<file path="src/rtl/rx_credit_manager.sv">
// Receiver-side credit manager: tracks receive-buffer occupancy, gathers freed
// slots and returns them to the far-end transmitter as batched credit messages.
module rx_credit_manager #(
    parameter int BUF_DEPTH = 16,
    parameter int THRESHOLD = 4,
    parameter int TIMEOUT   = 64,
    localparam int CW       = $clog2(BUF_DEPTH + 1)
) (
    input  logic          i_clk,
    input  logic          i_arst_n,
    input  logic          i_link_up,
    input  logic          i_alloc,
    input  logic          i_free,
    output logic          o_credit_valid,
    output logic [CW-1:0] o_credit_cnt,
    input  logic          i_credit_ready,
    output logic [CW-1:0] o_occupancy,
    output logic [CW-1:0] o_pending,
    output logic          o_overrun,
    output logic          o_underrun,
    input  logic          i_err_clr
);

    localparam int TW = $clog2(TIMEOUT);
    localparam logic [CW-1:0] FULL_C      = CW'(BUF_DEPTH);
    localparam logic [CW-1:0] THRESHOLD_C = CW'(THRESHOLD);
    localparam logic [TW-1:0] TIMER_MAX_C = TW'(TIMEOUT - 1);

    typedef enum logic [1:0] {
        IDLE  = 2'd0,
        INIT  = 2'd1,
        ACCUM = 2'd2,
        SEND  = 2'd3
    } state_t;

    state_t          state_r;
    logic            valid_r;
    logic [CW-1:0]   cnt_r;
    logic [CW-1:0]   occ_r;
    logic [CW-1:0]   pend_r;
    logic [TW-1:0]   timer_r;
    logic            overrun_r;
    logic            underrun_r;

    logic            active_s;
    logic            free_acc_s;
    logic            ovr_set_s;
    logic            und_set_s;
    logic [CW-1:0]   occ_next_s;
    logic [CW-1:0]   pend_next_s;
    logic            fire_s;

    // Per-cycle occupancy/pending update and error detection
    always_comb begin
        active_s    = 1'b0;
        free_acc_s  = 1'b0;
        ovr_set_s   = 1'b0;
        und_set_s   = 1'b0;
        occ_next_s  = occ_r;
        pend_next_s = pend_r;
        fire_s      = 1'b0;

        if ((state_r != IDLE) && i_link_up) begin
            active_s = 1'b1;
        end else begin
            active_s = 1'b0;
        end

        // A free paired with an alloc is always real, even at occupancy 0
        free_acc_s = active_s && i_free && (i_alloc || (occ_r != {CW{1'b0}}));
        ovr_set_s  = active_s && i_alloc && !i_free && (occ_r == FULL_C);
        und_set_s  = active_s && i_free && !i_alloc && (occ_r == {CW{1'b0}});

        if (i_alloc && !i_free) begin
            if (occ_r != FULL_C) begin
                occ_next_s = occ_r + CW'(1);
            end else begin
                occ_next_s = occ_r;
            end
        end else if (i_free && !i_alloc) begin
            if (occ_r != {CW{1'b0}}) begin
                occ_next_s = occ_r - CW'(1);
            end else begin
                occ_next_s = occ_r;
            end
        end else begin
            occ_next_s = occ_r;
        end

        pend_next_s = pend_r + {{(CW-1){1'b0}}, free_acc_s};

        if ((pend_next_s >= THRESHOLD_C) ||
            ((pend_r != {CW{1'b0}}) && (timer_r == TIMER_MAX_C))) begin
            fire_s = 1'b1;
        end else begin
            fire_s = 1'b0;
        end
    end

    // Credit-return FSM with registered message outputs and counters
    always_ff @(posedge i_clk or negedge i_arst_n) begin
        if (!i_arst_n) begin
            state_r <= IDLE;
            valid_r <= 1'b0;
            cnt_r   <= {CW{1'b0}};
            occ_r   <= {CW{1'b0}};
            pend_r  <= {CW{1'b0}};
            timer_r <= {TW{1'b0}};
        end else if ((state_r != IDLE) && !i_link_up) begin
            // Link loss is the only case where a pending message is withdrawn
            state_r <= IDLE;
            valid_r <= 1'b0;
            cnt_r   <= {CW{1'b0}};
            occ_r   <= {CW{1'b0}};
            pend_r  <= {CW{1'b0}};
            timer_r <= {TW{1'b0}};
        end else begin
            case (state_r)
                IDLE: begin
                    valid_r <= 1'b0;
                    cnt_r   <= {CW{1'b0}};
                    occ_r   <= {CW{1'b0}};
                    pend_r  <= {CW{1'b0}};
                    timer_r <= {TW{1'b0}};
                    if (i_link_up) begin
                        state_r <= INIT;
                    end
                end
                INIT: begin
                    occ_r   <= occ_next_s;
                    pend_r  <= pend_next_s;
                    timer_r <= {TW{1'b0}};
                    // First INIT cycle raises the full-depth advertisement
                    if (!valid_r) begin
                        valid_r <= 1'b1;
                        cnt_r   <= FULL_C;
                    end else if (i_credit_ready) begin
                        valid_r <= 1'b0;
                        state_r <= ACCUM;
                    end
                end
                ACCUM: begin
                    occ_r <= occ_next_s;
                    if (fire_s) begin
                        state_r <= SEND;
                        valid_r <= 1'b1;
                        cnt_r   <= pend_next_s;
                        pend_r  <= {CW{1'b0}};
                        timer_r <= {TW{1'b0}};
                    end else begin
                        pend_r <= pend_next_s;
                        if (pend_r != {CW{1'b0}}) begin
                            timer_r <= timer_r + TW'(1);
                        end else begin
                            timer_r <= {TW{1'b0}};
                        end
                    end
                end
                SEND: begin
                    occ_r   <= occ_next_s;
                    pend_r  <= pend_next_s;
                    timer_r <= {TW{1'b0}};
                    if (i_credit_ready) begin
                        valid_r <= 1'b0;
                        state_r <= ACCUM;
                    end
                end
                default: begin
                    state_r <= IDLE;
                    valid_r <= 1'b0;
                    cnt_r   <= {CW{1'b0}};
                    occ_r   <= {CW{1'b0}};
                    pend_r  <= {CW{1'b0}};
                    timer_r <= {TW{1'b0}};
                end
            endcase
        end
    end

    // Sticky error flags; a new error wins over a same-cycle clear
    always_ff @(posedge i_clk or negedge i_arst_n) begin
        if (!i_arst_n) begin
            overrun_r  <= 1'b0;
            underrun_r <= 1'b0;
        end else begin
            if (ovr_set_s) begin
                overrun_r <= 1'b1;
            end else if (i_err_clr) begin
                overrun_r <= 1'b0;
            end
            if (und_set_s) begin
                underrun_r <= 1'b1;
            end else if (i_err_clr) begin
                underrun_r <= 1'b0;
            end
        end
    end

    assign o_credit_valid = valid_r;
    assign o_credit_cnt   = cnt_r;
    assign o_occupancy    = occ_r;
    assign o_pending      = pend_r;
    assign o_overrun      = overrun_r;
    assign o_underrun     = underrun_r;

endmodule

</file>
<file path="config.mk">
export PLATFORM = sky130hd
export DESIGN_NAME = rx_credit_manager
export DESIGN_NICKNAME = d
export VERILOG_FILES = /design/src/rtl/rx_credit_manager.sv
export SDC_FILE = /design/constraint.sdc
export NUM_CORES = 1
export LEC_CHECK = 0
export BUFFER_PORTS_ARGS = -buffer_cell sky130_fd_sc_hd__buf_2
export CAP_MARGIN = 15
export CORE_MARGIN = 3
export CORE_UTILIZATION = 43
export CTS_CLUSTER_DIAMETER = 50
export DETAILED_ROUTE_END_ITERATION = 7
export GPL_TIMING_DRIVEN = 0
export HOLD_SLACK_MARGIN = 0.02
export PLACE_DENSITY = 0.61
export SYNTH_ARGS = -nofsm -noshare
export SYNTH_HDL_FRONTEND = slang
export SYNTH_SLANG_ARGS = --single-unit
export TNS_END_PERCENT = 20
</file>
<file path="constraint.sdc">
create_clock -name i_clk -period 4 [get_ports i_clk]
set_input_delay 0.6 -clock i_clk [delete_from_list [all_inputs] [get_ports i_clk]]
set_output_delay 0.6 -clock i_clk [all_outputs]
set_load 0.03 [all_outputs]
</file>
==> After elaboration in Yosys (flattened, before gate mapping) <==
Cells that the tools add are included.
W data, S select, Z words.
{ "word_totals": {"out_inout_bits": 18, "input_bits": 7, "regBits": 26} }
{ "classes": {"reduce_logical": 32, "muxes": 34, "add_sub_neg": 4, "eq_ne": 14, "magnitude_cmp": 1} }
{ "ops": {"columns": ["op", "count"], "rows": [
  ["$mux W5", 10],
  ["$pmux W5 S3", 2],
  ["$mux W6", 3],
  ["$ne A3 B3 Y1 const B", 5],
  ["$logic_and A1 B1 Y1", 12],
  ["$pmux W6 S2", 1],
  ["$mux W1", 10],
  ["$mux W2", 5],
  ["$pmux W5 S2", 1],
  ["$reduce_bool A5 Y1", 2],
  ["$reduce_and A3 Y1", 3],
  ["$ne A4 B1 Y1 const B", 2],
  ["$pmux W2 S4", 1],
  ["$add A6 B1 Y6 const B", 1],
  ["$eq A6 B6 Y1 const B", 1],
  ["$reduce_bool A2 Y1", 3],
  ["$reduce_or A3 Y1", 2],
  ["$add A5 B1 Y5", 1],
  ["$add A5 B1 Y5 const B", 1],
  ["$eq A5 B5 Y1 const B", 1],
  ["$ge A5 B3 Y1 const B", 1],
  ["$logic_not A5 Y1", 1],
  ["$ne A5 B5 Y1 const B", 1],
  ["$sub A5 B1 Y5 const B", 1],
  ["10 further kinds", 14]
]} }

==> Depth between registers and ports, before layout <==
Gate-level depths: netlist of run 1.
{ "depth": {"ltp_word": 12, "mapped_depth": 14} }

==> Worst setup path before layout of run 1 <==
No wires, ideal clock.
{ "synth_path": {"path_kind": "flip-flop to flip-flop", "from": "register state_r[1]", "to": "register cnt_r[2], in the netlist o_credit_cnt[2]", "path_slack_ns": 0.827, "setup_time_ns": 0.125, "arrival_time_ns": 3.048, "required_time_ns": 3.875, "period_less_slack_ns": 3.173, "stages_incl_launch_ff": 14, "cell_sequence": "dfrtp_1 -> inv_1 -> ha_1 -> nor2b_1 -> clkbuf_1 -> nand2_1 -> a21oi_1 -> ha_1 -> ha_1 -> and2_1 -> a21oi_1 -> o32a_4 -> o31ai_4 -> mux2_2"} }
{ "synth_between": {"elab_chain_len": 11} }
{ "synth_rtl": {"columns": ["item", "line_no", "source"], "rows": [
  ["start, declared", "36", "state_t state_r;"],
  ["start signal, assigned", "103", "state_r <= IDLE;"],
  ["start signal, assigned", "111", "state_r <= IDLE;"],
  ["start signal, assigned", "126", "state_r <= INIT;"],
  ["$reduce_bool A2 Y1", "63, 109", null],
  ["$logic_and A1 B1 Y1", "63", "if ((state_r != IDLE) && i_link_up) begin"],
  ["$mux W1", "63", null],
  ["$logic_and A1 B1 Y1 (2 in a row)", "70", "free_acc_s = active_s && i_free && (i_alloc || (occ_r != {CW{1'b0}}));"],
  ["$add A5 B1 Y5", "90", "pend_next_s = pend_r + {{(CW-1){1'b0}}, free_acc_s};"],
  ["$ge A5 B3 Y1", "92", "if ((pend_next_s >= THRESHOLD_C) ||"],
  ["$logic_or A1 B1 Y1", "92", null],
  ["$mux W1", "92", null],
  ["$ne A3 B3 Y1 (no line)", null, null],
  ["$reduce_and A3 Y1 (no line)", null, null],
  ["end signal, assigned", "105", "cnt_r <= {CW{1'b0}};"],
  ["end signal, assigned", "113", "cnt_r <= {CW{1'b0}};"],
  ["end signal, assigned", "121", "cnt_r <= {CW{1'b0}};"],
  ["end, declared", "38", "logic [CW-1:0] cnt_r;"]
]} }
Parallel ways exist; a longest one is shown, timed or not. The select of a mux whose other input is x is not followed.
A chain may end at the register's enable or synchronous reset.

==> Worst setup path in the final report of run 1 <==
Ends and elaborated chain as after synthesis.

==> results of run 1 <==
==> what timing repair did <==
action	in CTS	in global routing
resized for setup	0	2
setup endpoints to repair	0	9
endpoints found under the hold margin	0	0
==> worst register-to-register path, cell delays in order (launching register included) <==
cell and delay, ps:
dfrtp_1 520, inv_1 140, ha_1 300, nor2b_1 130, clkbuf_2 240, nand2_1 120
a21oi_1 180, ha_1 260, ha_1 250, and2_1 150, a21oi_1 70, o32a_4 360
o31ai_4 410, mux2_2 380
==> sequential cells by signal, indices dropped and copies added (netlist names) <==
| register | count |
|---|---|
| o_pending | 5 |
| timer_r | 6 |
| o_occupancy | 5 |
| o_underrun | 1 |
| state_r | 2 |
| o_credit_cnt | 5 |
| o_credit_valid | 1 |
| o_overrun | 1 |
==> cells by family after synthesis <==
group / count (synthesis)
simple gates: 57
compound gates: 36
flops: 26
buf+inv: 16
fa+ha+maj: 12
xor+xnor: 8
mux: 6
==> layout make-up <==
class | count | area (um^2)
Fill cell | 337 | 1640
Multi-Input combinational cell | 119 | 858
Sequential cell | 26 | 651
Timing Repair Buffer | 24 | 120
Tap cell | 46 | 57.6
Inverter | 13 | 48.8
Clock buffer | 3 | 22.5
Buffer | 3 | 13.8
==> power by group through the flow <==
| stage | clock [mW] | combinational (mW) | sequential [mW] |
|---|---|---|---|
| 3_3_place_gp | 0 | 0.491 | 0.352 |
| 4_1_cts | 0.114 | 0.506 | 0.351 |
| 2_1_floorplan | 0 | 0.320 | 0.411 |
| 5_1_grt | 0.119 | 0.562 | 0.359 |
| 6_report | 0.108 | 0.508 | 0.352 |
| 3_5_place_dp | 0 | 0.505 | 0.356 |
==> worst max path at each step <==
stage / from / end / slack (ps) / depth (start not counted)
global placement: state_r[1] / o_credit_cnt[4] / 340 / 13
floorplan: state_r[1] / o_credit_cnt[2] / 830 / 13
CTS: state_r[1] / o_credit_cnt[3] / 190 / 13
global route: state_r[1] / o_credit_cnt[2] / 150 / 13
detailed placement: state_r[1] / o_credit_cnt[3] / 230 / 13
finish: state_r[1] / o_credit_cnt[2] / 380 / 13
==> through the flow <==
| step | cell area, um^2 | power [mW] |
|---|---|---|
| 2_1_floorplan | 1570 | 0.731 |
| 3_3_place_gp | 1750 | 0.843 |
| 3_5_place_dp | 1750 | 0.861 |
| 4_1_cts | 1770 | 0.970 |
| 5_1_grt | 1770 | 1.04 |
| 6_report | 1770 | 0.967 |
==> routing by layer <==
layer | share of wire, % | up-vias
met5 | 0 | -
met2 | 48 | 31
li1 | - | 625
met3 | 3.3 | 2
met4 | 0.48 | 0
met1 | 48 | 602
==> layout by cell type (no fill, tap or decap), drive strengths merged, types with 4 or more instances in the layout <==
cell    count
inv        13
a21oi       5
dfrtp      26
clkbuf      5
ha         11
nand3       9
nand2      11
xor2        4
nor2       20
buf        25
o211ai      4
nor2b       4
xnor2       4
o21ai       7
==> out/results.ini, run 1 <==
[outcome]
status=finished clean

[power_and_ir_drop]
combinationalPowerShare_pct=52.5
share_of_total_power_in_the_clock_network_pct=11.1
internal_power_uw=523
power-per-cell-area_mw_per_mm2=546
irDropWorstVdd_v=0.000339
power.switching_fraction_pct=45.9
seqPwrFrac_pct=36.4
power_leakage_nw=0.857
power.net_switching_uw=444

[route]
first_iter_violations=62
drt-total-wl_um=3300
antenna_left=0
drt_first_pass_iters=7
final_routed_drc_violation_total=0
routedWlPerCell_um=14.1
dr_total_vias=1260
viasPerCell=5.38

[synth]
mappedNetlistNets=180
synth.ff_latch_count=26
synthAdderAreaFrac_pct=10.0
post_synth_and_or_nand_nor_area_fraction_pct=17.6
synth_cells=161
asyncSetResetFlopFracSynth_pct=100
synthesized_area_fraction_occupied_by_ao_oa_aoi_and_oai_cells_pct=18.5
synthesis.yosys.warnings=0
synthXorXnorAreaFrac_pct=4.46
synth_commonest_cells=dfrtp_1 (26), nor2_1 (19), inv_1 (13)
synth_edf_count=0
synth.top_cells.by_area=dfrtp_1 (41%), ha_1 (8.8%), nor2_1 (4.5%)
postSynth.topFlopCell=dfrtp_1
synth_top_cell_by_area=dfrtp_1
synth_area_mm2=0.00157
yosys.cell_count.top_type=dfrtp_1
synth_top_area_share_pct=41.4
synth_seq_area_share_pct=41.4
synth.area.mux_share_pct=4.06
largest_family_of_logic_cells_by_synthesized_area=compound AO/OA/AOI/OAI gates
synth_cell_types=45
post_synth.cell_area_avg_um2=9.75

[cts]
root_buffer=clkbuf_4
clock_latency_ps=310
cts-hold-fix-buffers=0
cts_made_buffers=3
clock_tree.htree_level_count=1
total_setup_buffers_inserted_after_cts=0
cts.path.max_buffers=2
cts_tree=done
numClockSinks=26
worst_setup_hold_path_clk_slew_ps=130

[sta]
final_setup_tns_ps=0
report.final.setup_viol=0
worstMarginPinSlew_ps=607
layout_worst_path_cycle_share_pct=90.4
final-hold-violation-count=0
slew-limit-headroom_pct=59.2
hold_ws_ps=262
unrepaired_setup_endpoints_after_global_routing=false
fin_skew_ps=5.22
timing.final.crit_period_ps=3620
fin_ws_ps=384
max_freq_ghz=0.277
finalMaxSlewViolations=0

[job]
max_capacitance_violation_count=0

[global_route]
met3_usage_pct=2.04
grt_pass1_wl_um=5570
global_route.usage.total_pct=16.5
grt_util_met2_pct=27.1
groute.layer.met1.usage_pct=21.9
grt_pass1_vias=1228
antenna_found_initial=0
globalRoute.busiestLayer=met2
grt_overflow=0
largest_net_degree_at_the_start_of_global_routing=27

[setup_path]
endpoint_kind=flip-flop
rrSetupSlack_ps=380
timing.critical_path.arrival_ps=3820
crit_chain=inv_1 > ha_1 > nor2b_1 > clkbuf_2 > nand2_1 > a21oi_1 > ha_1 > ha_1 > and2_1 > a21oi_1 > o32a_4 > o31ai_4 > mux2_2
worstSetupStartpointType=flip-flop
cp_slowest_stage_delay_ps=520
crit_required_ps=4210
critPathMaxFanout=10
critPathBufInv=2
path_class=flip-flop to flip-flop
crit_slowest_cell=dfrtp_1
crit_path_frequent_cell=ha_1
worst_r2r_endpoint=o_credit_cnt[2]
worst_r2r_path_depth=13
critPathTopFamily=compound AO/OA/AOI/OAI gates
rr_startpoint=state_r[1]

[min_path]
classification_of_the_worst_slack_hold_path=input pin to async pin

[layout]
finish.cell_count_without_fillers=234
finish.net_count=209
n_antenna_cell=0
proportion_of_layout_cells_with_a_drive_suffix_above_1_pct=20.7
area_growth_syn_to_layout_pct=12.8
finish.utilization_pct=51.9

[die]
ioPinCount=25
start_util_pct=46.0
placement_rows=21
die_span_in_y_um=66.4
die_w_um=66.4
die_area_mm2=0.00441
fp.coreArea_mm2=0.00342

[place]
placed_cells_incl_taps=231
gpl.final_weighted_congestion=0.822
pre_cts_slack_ps=230
detailed_place_hpwl_um=2540
port_buffers=24

(Power assumes the default switching activity.)
==> run 2, diff against run 1 <==
MAX_ROUTING_LAYER = met4   (was unset)
==> run 2 against run 1 <==
- first-iteration DRC count is 3.2% lower
- clock skew is 2.6 ps lower
- power up 0.26%
- critical endpoint unchanged
- sequential cell count did not move
- setup slack better by 11 ps
- utilization unchanged
- largest cell class unchanged
==> out/results.ini, run 2 (synthesized netlist as in run 1, its figures left out) <==
[cts]
cts_tree=done
cts.path.max_buffers=2  ; unchanged
cts_made_buffers=3  ; unchanged
numClockSinks=26  ; unchanged
cts-hold-fix-buffers=0  ; unchanged
worst_setup_hold_path_clk_slew_ps=130  ; about the same
total_setup_buffers_inserted_after_cts=0  ; unchanged
clock_latency_ps=310  ; about the same
root_buffer=clkbuf_4
clock_tree.htree_level_count=1  ; unchanged
gates_resized_cts_repair=0  ; unchanged

[place]
port_buffers=24  ; unchanged
placed_cells_incl_taps=231  ; unchanged
gpl.final_weighted_congestion=0.835  ; +1.5%
placed_area_mm2=0.00175  ; unchanged
detailed_place_hpwl_um=2540  ; unchanged
pre_cts_slack_ps=230  ; unchanged

[setup_path]
crit_slowest_cell=dfrtp_1
cp_slowest_stage_delay_ps=520  ; about the same
endpoint_kind=flip-flop
crit_path_frequent_cell=ha_1
timing.critical_path.arrival_ps=3820  ; about the same
critPathMaxFanout=10  ; unchanged
worstSetupStartpointType=flip-flop
path_class=flip-flop to flip-flop
crit_required_ps=4220  ; about the same
crit_chain=inv_1 > ha_1 > nor2b_1 > clkbuf_2 > nand2_1 > a21oi_1 > ha_1 > ha_1 > and2_1 > a21oi_1 > o32a_4 > o31ai_4 > mux2_2

[sta]
final_setup_tns_ps=0  ; unchanged
final-hold-violation-count=0  ; unchanged
fin_ws_ps=395  ; +10.8 ps
worstMarginPinSlew_ps=625  ; +18.5 ps
report.final.setup_viol=0  ; unchanged
max_freq_ghz=0.277  ; +0.30%
timing.final.crit_period_ps=3610  ; -10.8 ps
unrepaired_setup_endpoints_after_global_routing=false
hold_ws_ps=263  ; +1.52 ps
layout_worst_path_cycle_share_pct=90.1  ; -0.27 points
finalMaxSlewViolations=0  ; unchanged
slew-limit-headroom_pct=57.9  ; -1.2 points
fin_skew_ps=2.62  ; -2.60 ps

[die]
placement_rows=21  ; unchanged
die_w_um=66.4  ; unchanged
start_util_pct=46.0  ; unchanged
die_span_in_y_um=66.4  ; unchanged
fp.coreArea_mm2=0.00342  ; unchanged
ioPinCount=25  ; unchanged
die_area_mm2=0.00441  ; unchanged

[layout]
n_antenna_cell=0  ; unchanged
finish.net_count=209  ; unchanged
area_growth_syn_to_layout_pct=12.8  ; unchanged
final_common_cell=dfrtp_1
proportion_of_layout_cells_with_a_drive_suffix_above_1_pct=20.7  ; unchanged
top_register=timer_r
most-common-layout-cells=dfrtp_1 (26), buf_2 (25), nor2_1 (19), inv_1 (13)
register_area_um2=651  ; unchanged
fill_cells=337  ; unchanged
finish.cell_count_without_fillers=234  ; unchanged
finalInstanceArea_mm2=0.00177  ; unchanged
total_area_of_multi_input_combinational_cells_um2=858  ; unchanged
largest_register_ff_count=6  ; unchanged

[route]
met1Wirelength_um=1610  ; +0.75%
antenna_left=0  ; unchanged
wl_met3_um=112  ; +3.7%
detailroute.wirelength.met2_um=1580  ; +0.38%
first_iter_violations=60  ; -3.2%
drt_first_pass_iters=6  ; -1
dr_total_vias=1267  ; +0.56%
routedWlPerCell_um=14.2  ; +0.76%
viasPerCell=5.41  ; +0.56%
final_routed_drc_violation_total=0  ; unchanged
max_layer_used=met4
drt-total-wl_um=3320  ; +0.76%

[power_and_ir_drop]
internal_power_uw=523  ; about the same
combinationalPowerShare_pct=52.4  ; about the same
irDropWorstVdd_v=0.000339  ; about the same
share_of_total_power_in_the_clock_network_pct=11.3  ; +0.2 points
power.net_switching_uw=447  ; +0.55%
seqPwrFrac_pct=36.3  ; about the same
power.switching_fraction_pct=46.1  ; +0.13 points
power-per-cell-area_mw_per_mm2=547  ; +0.26%
power_leakage_nw=0.857  ; unchanged

[global_route]
grt_overflow=0  ; unchanged
global_route.usage.total_pct=16.9  ; +0.43 points
antenna_found_initial=0  ; unchanged
grt_pass1_wl_um=5580  ; +0.13%
largest_net_degree_at_the_start_of_global_routing=27  ; unchanged
grt_pass1_vias=1230  ; +0.16%

[job]
max_capacitance_violation_count=0  ; unchanged

[outcome]
status=finished clean

[min_path]
classification_of_the_worst_slack_hold_path=input pin to async pin

-- run 2: cell counts in the layout (fill, tap and decap cells not counted) --
No cell type changed its count.
-- run 2: critical path, delay by kind of cell (launching register included) --
| kind | cells | cell delay [ps] |
|---|---|---|
| muxes | 1 | 380 |
| and+or+nand+nor | 3 | 400 |
| adders and majority gates | 3 | 810 |
| AOI/OAI and AO/OA | 4 | 1020 |
| DFF | 1 | 520 |
| buffers and inverters | 2 | 380 |
-- run 2: metrics by stage --
stage	total power, mW	util, %
after global routing	1.04	51.9
after detailed placement	0.861	51.2
final	0.970	51.9
after CTS	0.970	51.8
after floorplan	0.731	-
after global placement	0.843	51.2
-- run 2: routing by layer --
metal	up-vias	GRT usage [%]
li1	625	-
met3	2	2.04
met5	-	-
met4	0	6.09
met1	606	21.9
met2	34	27.1
-- run 2: final timing paths --
path | from | to | slack (ps) | cells after the start
max | state_r[1] | o_credit_cnt[2] | 390 | 13
min | i_arst_n | o_credit_valid | 260 | 1
max reg2reg | state_r[1] | o_credit_cnt[2] | 390 | 13
min reg2reg | timer_r[0] | timer_r[0] | 480 | 1
max in group asynchronous | i_arst_n | o_occupancy[3] | 3360 | 1
min in group i_clk | i_err_clr | o_overrun | 480 | 2
-- run 2: layout make-up --
type,instances,share of cell area [%]
timing repair buffer,24,6.78
clock buffer,3,1.27
multi-input combinational,119,48.4
inverter,13,2.75
tap,46,3.25
sequential,26,36.7
buffer,3,0.777
-- run 2: power by group through the flow --
stage          combinational [mW]  sequential, mW  clock (mW)
2_1_floorplan               0.320           0.411           0
3_5_place_dp                0.505           0.356           0
6_report                    0.508           0.352       0.110
3_3_place_gp                0.491           0.352           0
4_1_cts                     0.506           0.351       0.114
5_1_grt                     0.562           0.359       0.119
==> run 3, diff against run 2 <==
ABC_AREA = 1   (was unset)
==> run 3 against run 2 <==
- largest power group unchanged
- combinational power decreased by 6.3%
- first-iteration DRC count is 15% higher
- die area shrank 0.15%
- non-clock buffer count is 2 lower
- sequential power down 4%
- register-to-register slack improved by 660 ps
- worst hold slack got worse by 17 ps
- final area is 1.5% higher
- sequential share of layout area fell by 0.54 points
- clock power increased by 69%
==> out/results.ini, run 3 <==
[setup_path]
critPathMaxFanout=10  ; unchanged
worstSetupStartpointType=flip-flop
crit_required_ps=4280  ; +60 ps
crit_slowest_cell=dfrtp_1
cp_slowest_stage_delay_ps=470  ; -50 ps
worst_r2r_path_depth=16  ; +3
timing.critical_path.arrival_ps=3220  ; -600 ps
endpoint_kind=flip-flop
crit_chain=inv_1 > ha_1 > nor2_4 > inv_2 > nor3_1 > ha_1 > ha_1 > nand2_1 > nand2_1 > nand3_1 > nor2_1 > nand4_1 > buf_2 > nand2_1 > nand2_1 > nand2_1
path_class=flip-flop to flip-flop
crit_path_frequent_cell=nand2_1

[global_route]
antenna_found_initial=0  ; unchanged
grt_util_met2_pct=24.4  ; -2.7 points
grt_pass1_wl_um=5600  ; +0.36%
groute.layer.met1.usage_pct=24.0  ; +2.1 points
grt_pass1_vias=1243  ; +1.1%
grt_overflow=0  ; unchanged
globalRoute.busiestLayer=met2
largest_net_degree_at_the_start_of_global_routing=27  ; unchanged
met3_usage_pct=4.08  ; +2.0 points
global_route.usage.total_pct=16.7  ; -0.19 points

[synth]
mappedNetlistNets=225  ; +25%
post_synth.cell_area_avg_um2=7.61  ; -22%
synth_edf_count=0  ; unchanged
synth_seq_area_share_pct=41.5  ; +0.066 points
synth_area_mm2=0.00157  ; -0.16%
synth_top_cell_by_area=dfrtp_1
synth_top_area_share_pct=41.5  ; +0.066 points
synth.top_cells.by_area=dfrtp_1 (42%), nand2_1 (12%), ha_1 (8.8%)
synth_cells=206  ; +28%
synth_commonest_cells=nand2_1 (50), inv_1 (31), dfrtp_1 (26)
postSynth.topFlopCell=dfrtp_1
synth.ff_latch_count=26  ; unchanged
synth_cell_types=21  ; -53%
yosys.cell_count.top_type=nand2_1
synthesis.yosys.warnings=0  ; unchanged
asyncSetResetFlopFracSynth_pct=100  ; unchanged

[cts]
root_buffer=clkbuf_4
cts_tree=done
worst_setup_hold_path_clk_slew_ps=150  ; +20 ps
cts_made_buffers=3  ; unchanged
total_setup_buffers_inserted_after_cts=0  ; unchanged
clock_latency_ps=330  ; +20 ps
cts.path.max_buffers=2  ; unchanged
numClockSinks=26  ; unchanged
clock_tree.htree_level_count=1  ; unchanged
gates_resized_cts_repair=0  ; unchanged
cts-hold-fix-buffers=0  ; unchanged

[sta]
finalMaxSlewViolations=0  ; unchanged
report.final.setup_viol=0  ; unchanged
layout_worst_path_cycle_share_pct=73.6  ; -17 points
final-hold-violation-count=0  ; unchanged
final_setup_tns_ps=0  ; unchanged
fin_skew_ps=3.62  ; +0.999 ps
timing.final.crit_period_ps=2940  ; -662 ps
max_freq_ghz=0.340  ; +22%
unrepaired_setup_endpoints_after_global_routing=false
slew-limit-headroom_pct=60.7  ; +2.7 points
worstMarginPinSlew_ps=590  ; -35.3 ps
fin_ws_ps=1060  ; +662 ps

[die]
placement_rows=21  ; unchanged
die_area_mm2=0.00441  ; -0.15%
ioPinCount=25  ; unchanged
start_util_pct=45.9  ; -0.073 points
die_span_in_y_um=66.4  ; about the same
fp.coreArea_mm2=0.00342  ; unchanged
die_w_um=66.4  ; about the same

[place]
pre_cts_slack_ps=1080  ; +847 ps
placed_area_mm2=0.00175  ; -0.14%
port_buffers=24  ; unchanged
gpl.final_weighted_congestion=0.828  ; -0.75%
detailed_place_hpwl_um=2280  ; -10%

[route]
final_routed_drc_violation_total=0  ; unchanged
drt_first_pass_iters=4  ; -2
first_iter_violations=69  ; +15%
routedWlPerCell_um=10.9  ; -23%
viasPerCell=4.76  ; -12%
drt-total-wl_um=3060  ; -7.9%
antenna_left=0  ; unchanged
dr_total_vias=1333  ; +5.2%

[layout]
most-common-layout-cells=nand2_1 (50), inv_1 (31), dfrtp_1 (26), nand3_1 (25), buf_2 (25)
largest_register_ff_count=6  ; unchanged
final_common_cell=nand2_1
n_antenna_cell=0  ; unchanged
area_growth_syn_to_layout_pct=14.7
finish.utilization_pct=52.6  ; +0.77 points
finalInstanceArea_mm2=0.00180  ; +1.5%
proportion_of_layout_cells_with_a_drive_suffix_above_1_pct=15.0  ; -5.8 points
top_register=timer_r
finish.net_count=254  ; +22%

[power_and_ir_drop]
irDropWorstVdd_v=0.000386  ; +14%
power.total_uw=1000  ; +3.1%
power-per-cell-area_mw_per_mm2=556  ; +1.6%
power_leakage_nw=0.970  ; +13%

[outcome]
status=finished clean

[job]
max_capacitance_violation_count=0  ; unchanged

[min_path]
classification_of_the_worst_slack_hold_path=input pin to async pin

==> run 3: changes by cell type after synthesis, sizes merged, moves of 3 or more <==
cell	before	now
inv	13	33
mux2	3	0
mux2i	3	0
nand2	11	51
nand3	9	25
nor2	20	25
nor2b	4	0
o211ai	4	0
o21ai	7	12
o31ai	3	0
==> run 3: final cells by class <==
class	count	area, um^2
Tap cell	46	57.6
Buffer	1	5.00
Clock buffer	3	22.5
Clock inverter	1	30.0
Sequential cell	26	651
Inverter	33	124
Fill cell	347	1620
Timing Repair Buffer	24	120
Multi-Input combinational cell	146	788
==> run 3: cells by family (layout without fill, tap and decap cells) <==
| logic type | Yosys count | after routing | share of synthesized area, % |
|---|---|---|---|
| AO/OA/AOI/OAI | 17 | 17 | 5.43 |
| AND/OR/NAND/NOR | 111 | 111 | 31.4 |
| XOR/XNOR | 6 | 6 | 3.35 |
| flip-flops | 26 | 26 | 41.5 |
| buffers and inverters | 34 | 62 | 8.22 |
| adder cells (fa/ha/maj) | 12 | 12 | 10.1 |
==> run 3: worst paths after layout <==
check / from / to / slack [ps]
worst max-delay path: state_r[1] / state_r[1] / 1060
worst min-delay path: i_arst_n / o_credit_cnt[0] / 250
worst max register to register: state_r[1] / state_r[1] / 1060
worst min register to register: timer_r[0] / timer_r[0] / 480
max in group asynchronous: i_arst_n / o_overrun / 3370
min in group i_clk: i_err_clr / o_overrun / 460
==> run 3: per-layer routing <==
layer,routed length (um),share of wire (%),vias to the layer above
met5,0,0,-
met4,19,0.62,0
met3,100,3.3,2
met2,1350,44,16
met1,1590,52,605
li1,-,-,710
==> run 3: stage by stage <==
stage                     hold WS, ps  cells
after CTS                         269    280
final                             246    280
after global routing              275    280
after floorplan                   304    206
after detailed placement          458    276
after global placement            450    276
==> run 3: worst max-delay path, delay by kind of cell, from the launching register on <==
family                   cells  cell delay (ps)
AND/OR/NAND/NOR             10             1320
flip-flops                   1              470
adder cells (fa/ha/maj)      3              710
buffers and inverters        3              410
==> run 3: power by group <==
group | switching, mW | internal [mW]
Sequential | 0.0375 | 0.300
Clock | 0.0846 | 0.101
Combinational | 0.319 | 0.157
